[config.mk]
export PLATFORM = sky130hd
export DESIGN_NAME = dm_cache_read_core
export DESIGN_NICKNAME = d
export VERILOG_FILES = /design/src/rtl/dm_cache_read_core.sv
export SDC_FILE = /design/constraint.sdc
export NUM_CORES = 2
export LEC_CHECK = 0
export ABC_CLOCK_PERIOD_IN_PS = 5100
export BUFFER_PORTS_ARGS = -buffer_cell sky130_fd_sc_hd__buf_2
export CAP_MARGIN = 5
export CORE_AREA = 4 4 499 501
export DETAILED_ROUTE_END_ITERATION = 7
export DIE_AREA = 0 0 503 505
export PLACE_DENSITY = 0.53
export SETUP_SLACK_MARGIN = 0.02
export SYNTH_ARGS = -nofsm -noshare
export SYNTH_HDL_FRONTEND = slang
export SYNTH_SLANG_ARGS = --single-unit
[constraint.sdc]
create_clock -name clk -period 5.1 [get_ports clk]
set_input_delay 0.51 -clock clk [delete_from_list [all_inputs] [get_ports clk]]
set_output_delay 0.51 -clock clk [all_outputs]
set_load 0.05 [all_outputs]
[src/rtl/dm_cache_read_core.sv]
// dm_cache_read_core
// ------------------
// Direct-mapped, read-only cache core. It accepts one word read at a time
// from the core, serves hits from local tag/data storage with a 2-cycle
// latency, and on a miss refills the whole line (word 0 upward) through a
// single-outstanding word-read memory port.
//
// Optional build macro: DM_CACHE_STATS_EN adds saturating hit/miss counters
// on the stat_hits / stat_misses outputs.
//
// Ports:
//   clk, rst              clock and synchronous active-high reset
//   core_req_valid/ready  core read request handshake (ready only when idle)
//   core_req_addr         byte address, bits [1:0] ignored
//   core_resp_valid/data  one-cycle response pulse; data held until next pulse
//   mem_req_valid/ready   word-read request to memory
//   mem_req_addr          word-aligned refill address
//   mem_resp_valid/data   memory read data, one pulse per accepted request
//   stat_hits/misses      (DM_CACHE_STATS_EN only) saturating event counters
module dm_cache_read_core #(
  parameter int ADDR_W     = 32,
  parameter int DATA_W     = 32,
  parameter int NUM_LINES  = 16,
  parameter int LINE_WORDS = 4
) (
  input  logic              clk,
  input  logic              rst,
  input  logic              core_req_valid,
  output logic              core_req_ready,
  input  logic [ADDR_W-1:0] core_req_addr,
  output logic              core_resp_valid,
  output logic [DATA_W-1:0] core_resp_data,
  output logic              mem_req_valid,
  input  logic              mem_req_ready,
  output logic [ADDR_W-1:0] mem_req_addr,
  input  logic              mem_resp_valid,
  input  logic [DATA_W-1:0] mem_resp_data
`ifdef DM_CACHE_STATS_EN
  ,
  output logic [31:0]       stat_hits,
  output logic [31:0]       stat_misses
`endif
);

  localparam int WO_W  = $clog2(LINE_WORDS);
  localparam int IDX_W = $clog2(NUM_LINES);
  localparam int TAG_W = ADDR_W - 2 - WO_W - IDX_W;

  typedef enum logic [2:0] {
    IDLE,
    LOOKUP,
    MISS_REQ,
    MISS_WAIT,
    RESP
  } state_t;

  state_t state_reg, state_next;

  // Word address of the request in flight (byte offset dropped).
  logic [ADDR_W-3:0] addr_reg;
  logic [WO_W-1:0]   beat_reg;
  logic [NUM_LINES-1:0] valid_reg;
  logic [DATA_W-1:0] resp_data_reg;

  // Tag and data storage carry no reset; validity lives in valid_reg.
  logic [TAG_W-1:0]  tag_mem  [NUM_LINES];
  logic [DATA_W-1:0] data_mem [NUM_LINES*LINE_WORDS];

  logic [TAG_W-1:0] req_tag;
  logic [IDX_W-1:0] req_idx;
  logic [WO_W-1:0]  req_wo;
  logic             hit;
  logic             last_beat;
  logic             accept;
  logic             refill_wr;
  logic             byte_off_unused;

  assign req_tag   = addr_reg[ADDR_W-3 -: TAG_W];
  assign req_idx   = addr_reg[WO_W +: IDX_W];
  assign req_wo    = addr_reg[WO_W-1:0];
  assign hit       = valid_reg[req_idx] && (tag_mem[req_idx] == req_tag);
  assign last_beat = (beat_reg == WO_W'(LINE_WORDS - 1));
  assign accept    = core_req_valid && core_req_ready;
  // A response arriving on the same edge as reset must not land in storage.
  assign refill_wr = (state_reg == MISS_WAIT) && mem_resp_valid && !rst;
  assign byte_off_unused = ^core_req_addr[1:0];

  // Next state and outputs. Memory handshakes are only looked at in the
  // states that own them, so strays elsewhere have no effect.
  always_comb begin
    state_next      = state_reg;
    core_req_ready  = 1'b0;
    core_resp_valid = 1'b0;
    mem_req_valid   = 1'b0;
    mem_req_addr    = '0;
    core_resp_data  = resp_data_reg;

    case (state_reg)
      IDLE: begin
        core_req_ready = !rst;
        if (accept) state_next = LOOKUP;
      end
      LOOKUP: begin
        state_next = hit ? RESP : MISS_REQ;
      end
      MISS_REQ: begin
        mem_req_valid = !rst;
        mem_req_addr  = rst ? '0 : {req_tag, req_idx, beat_reg, 2'b00};
        if (mem_req_ready) state_next = MISS_WAIT;
      end
      MISS_WAIT: begin
        if (mem_resp_valid) state_next = last_beat ? RESP : MISS_REQ;
      end
      RESP: begin
        core_resp_valid = !rst;
        state_next      = IDLE;
      end
      default: state_next = IDLE;
    endcase
  end

  always_ff @(posedge clk) begin
    if (rst) begin
      state_reg     <= IDLE;
      addr_reg      <= '0;
      beat_reg      <= '0;
      valid_reg     <= '0;
      resp_data_reg <= '0;
    end else begin
      state_reg <= state_next;
      case (state_reg)
        IDLE: begin
          if (accept) addr_reg <= core_req_addr[ADDR_W-1:2];
        end
        LOOKUP: begin
          if (hit) begin
            resp_data_reg <= data_mem[{req_idx, req_wo}];
          end else begin
            // Invalidate up front so an abandoned refill leaves no stale line.
            valid_reg[req_idx] <= 1'b0;
            beat_reg           <= '0;
          end
        end
        MISS_WAIT: begin
          if (mem_resp_valid) begin
            if (beat_reg == req_wo) resp_data_reg <= mem_resp_data;
            if (last_beat) valid_reg[req_idx] <= 1'b1;
            else           beat_reg <= beat_reg + WO_W'(1);
          end
        end
        default: ;
      endcase
    end
  end

  always_ff @(posedge clk) begin
    if (refill_wr) begin
      data_mem[{req_idx, beat_reg}] <= mem_resp_data;
      if (last_beat) tag_mem[req_idx] <= req_tag;
    end
  end

`ifdef DM_CACHE_STATS_EN
  logic [31:0] hits_reg, misses_reg;

  always_ff @(posedge clk) begin
    if (rst) begin
      hits_reg   <= '0;
      misses_reg <= '0;
    end else if (state_reg == LOOKUP) begin
      if (hit) begin
        if (hits_reg != 32'hFFFF_FFFF) hits_reg <= hits_reg + 32'd1;
      end else begin
        if (misses_reg != 32'hFFFF_FFFF) misses_reg <= misses_reg + 32'd1;
      end
    end
  end

  assign stat_hits   = hits_reg;
  assign stat_misses = misses_reg;
`endif

endmodule

==> flow_summary_export.csv <==
group,metric,value,unit
clock_tree,cts-root-buf,"clkbuf_16",
sta,finalClockSkew,76.1,ps
critical_path,required,5840,ps
layout,multi_input_area,22100,sq um
layout,final_area,113000,sq um
global_route,grt_usage,20.2,%
power,sw_frac_of_total,21.7,%
global_route,grtUsageMet3,3.71,%
detailed_routing,vias,46800,
placement,place_area,104000,sq um
global_route,grt_max_degree,89,
sta,drv_slew,0,
sta,setup_viol,0,
sta,tightest_slew,1210,ps
run_status,outcome,"complete, no violations",
layout,area_delta_synth_final,16.0,%
power,power_density,399,nW/um^2
power,vdd_drop_max,0.277,mV
layout,largest_register_ff_count,2048,
clock_tree,cts.path.max_buffers,4,
logic_synthesis,synth_seq_area_share,76.8,%
worst_hold_path,min_path_cells,1,
logic_synthesis,ys_warn_count,0,
sta,final.setup.tns,0,ps
layout,nets,4839,
sta,fin_ws,449,ps
sta,rsz0062_at_grt,"no",
sta,period_share,91.2,%
floorplan,ios,136,
global_route,met1_usage,28.4,%
critical_path,crit_type,"reg2reg",
layout,drive_gt1_share,31.9,%
critical_path,critPathArrivalTime,5390,ps
placement,io_buffers,131,
power,leakagePower,0.0348,uW
sta,relSlewSlack,19.2,%
global_route,grt_pass1_wl,366,mm
logic_synthesis,synth_ff_type,"edfxtp_1",
clock_tree,cts_sinks,2521,
sta,whs,75.8,ps
worst_hold_path,hold_class,"in2reg",
logic_synthesis,syn_inst,4327,
critical_path,worst_r2r_path_depth,10,
floorplan,die_y,505,um
clock_tree,cts_buffers,281,
detailed_routing,wl_per_cell,31.4,um
clock_tree,htree_levels,5,
power,power_switching,9790,uW
layout,n_fill_cell,20200,
detailed_routing,first_pass_iters,7,
logic_synthesis,async_flop_share,0,%
placement,dpl.hpwl,146,mm
logic_synthesis,yosys.cell_types.count,58,
layout,seqCellArea,74800,sq um
layout,layout_common_cells,"edfxtp_1, mux4_2, clkbuf_16, buf_4, nand2_1",
floorplan,start_util,39.8,%
sta,fmax,215,MHz
clock_tree,cts_setup_buffers,0,
detailed_routing,drc,0,
critical_path,endpoint_kind,"flop",
detailed_routing,wirelength,257,mm
global_route,busiest_layer,"met2",
clock_tree,cts_tree,"yes",
floorplan,coreArea,245000,sq um
placement,place_congestion,0.781,
detailed_routing,via_per_inst,5.72,
logic_synthesis,synth_edf_count,2432,
floorplan,die_x,503,um
floorplan,die_area,254000,sq um
clock_tree,cts.clk_slew.worst_paths,60,ps
power,power_frac_seq,51.0,%
global_route,antenna_found_initial,18,
sta,min_period,4650,ps
placement,place_ws,553,ps
logic_synthesis,synth.cell_area,97400,sq um
global_route,gr-usage-met2,32.9,%
detailed_routing,postRouteAntennaNets,0,
clock_tree,clk_latency,920,ps
power,p_comb_share,7.3,%
floorplan,rows,182,
global_route,overflow,0,
detailed_routing,drt-initial-drc-count,4901,
layout,largest_register,"data_mem",
critical_path,critPathLaunchType,"flop",
run,cap_viol_max_count,0,
layout,layout_commonest_cell,"edfxtp_1",
logic_synthesis,ys_ff_latch,2521,
global_route,grt_pass1_vias,48300,
power,p_int,35200,uW
critical_path,critPathMaxFanout,32,
power,clockPowerShare,41.7,%
sta,hold_viol,0,
logic_synthesis,avgSynthCellArea,22.5,sq um
## kinds of logic (layout without fill, tap and decap cells)
| group | after synthesis | after routing | synth area share (%) |
|---|---|---|---|
| flip-flops | 2521 | 2521 | 76.8 |
| multiplexers | 830 | 830 | 17.9 |
| AND/OR/NAND/NOR | 488 | 488 | 2.31 |
| buffers and inverters | 257 | 884 | 1.07 |
| AO/OA/AOI/OAI | 198 | 198 | 1.58 |
| XOR/XNOR | 31 | 31 | 0.279 |
| adder cells (fa/ha/maj) | 1 | 1 | 0.0129 |
| other | 1 | 10 | 0.00385 |
## cell usage after synthesis (10+ instances only)
| cell type | n | share of area (%) |
|---|---|---|
| mux2_2 | 15 | 0.17 |
| mux2i_1 | 88 | 0.90 |
| nand3_1 | 43 | 0.22 |
| mux4_2 | 727 | 17 |
| o221ai_1 | 13 | 0.12 |
| clkbuf_1 | 184 | 0.71 |
| nand2_1 | 173 | 0.67 |
| a211oi_1 | 34 | 0.26 |
| o221ai_2 | 20 | 0.31 |
| buf_2 | 29 | 0.15 |
| nor3_1 | 24 | 0.12 |
| buf_1 | 28 | 0.11 |
| edfxtp_1 | 2432 | 75 |
| o21ai_0 | 44 | 0.23 |
| nor4_1 | 10 | 0.064 |
| xnor2_1 | 23 | 0.21 |
| nor2b_1 | 40 | 0.26 |
| o22ai_1 | 40 | 0.26 |
| dfxtp_1 | 89 | 1.8 |
| nor2_1 | 130 | 0.50 |
| and2_1 | 29 | 0.19 |
## area by class of cell
cell class / count / area share [%]
inverters: 8 / 0.0343
flip-flops and latches: 2521 / 66.3
well taps: 3220 / 3.57
diodes: 8 / 0.0177
clock inverters: 85 / 0.631
clock buffers: 384 / 6.75
multi-input cells: 1550 / 19.6
repair buffers: 407 / 3.13
## routing by layer
| metal | wire length, um | vias to the layer above |
|---|---|---|
| li1 | - | 19200 |
| met2 | 126000 | 1589 |
| met1 | 109000 | 25600 |
| met5 | 0 | - |
| met4 | 5640 | 0 |
| met3 | 16200 | 356 |
## worst max-delay path: stages (launching register included)
cell       delay [ps]
dfxtp_4           420
mux4_2            540
mux4_2            510
a2111oi_0         700
o31ai_1           160
a2111oi_0         670
nor4b_2           360
nand4_1           370
nor2_4            220
buf_12            250
o221ai_1          190
## through the flow
stage               cells  util, %  power, uW
floorplan            4328        -      25400
global placement     7670     42.6      26700
detailed placement   7670     42.6      26700
CTS                  8175     46.1      45500
global route         8180     46.1      46500
finish               8183     46.1      45000
## worst paths after layout
| path | start | endpoint | slack, ps |
|---|---|---|---|
| setup / recovery | flop | core_resp_data[18] | 450 |
| setup reg to reg | flop | core_resp_data[18] | 450 |
| hold / removal | mem_resp_data[27] | data_mem[63][27] | 80 |
| hold reg to reg | flop | flop | 460 |
## repair_timing
action,4_1_cts,5_1_grt
hold buffers,36,0
resized for setup,0,0
hold endpoints to repair,100,0
## power by group through the flow
stage | clock network, uW | registers (uW) | logic [uW]
after floorplan | 0 | 23400 | 2030
after global routing | 20100 | 22900 | 3530
after global placement | 0 | 23400 | 3290
after CTS | 19200 | 23000 | 3350
final | 18800 | 22900 | 3300
after detailed placement | 0 | 23400 | 3320
Power figures use the tool's default switching activity.
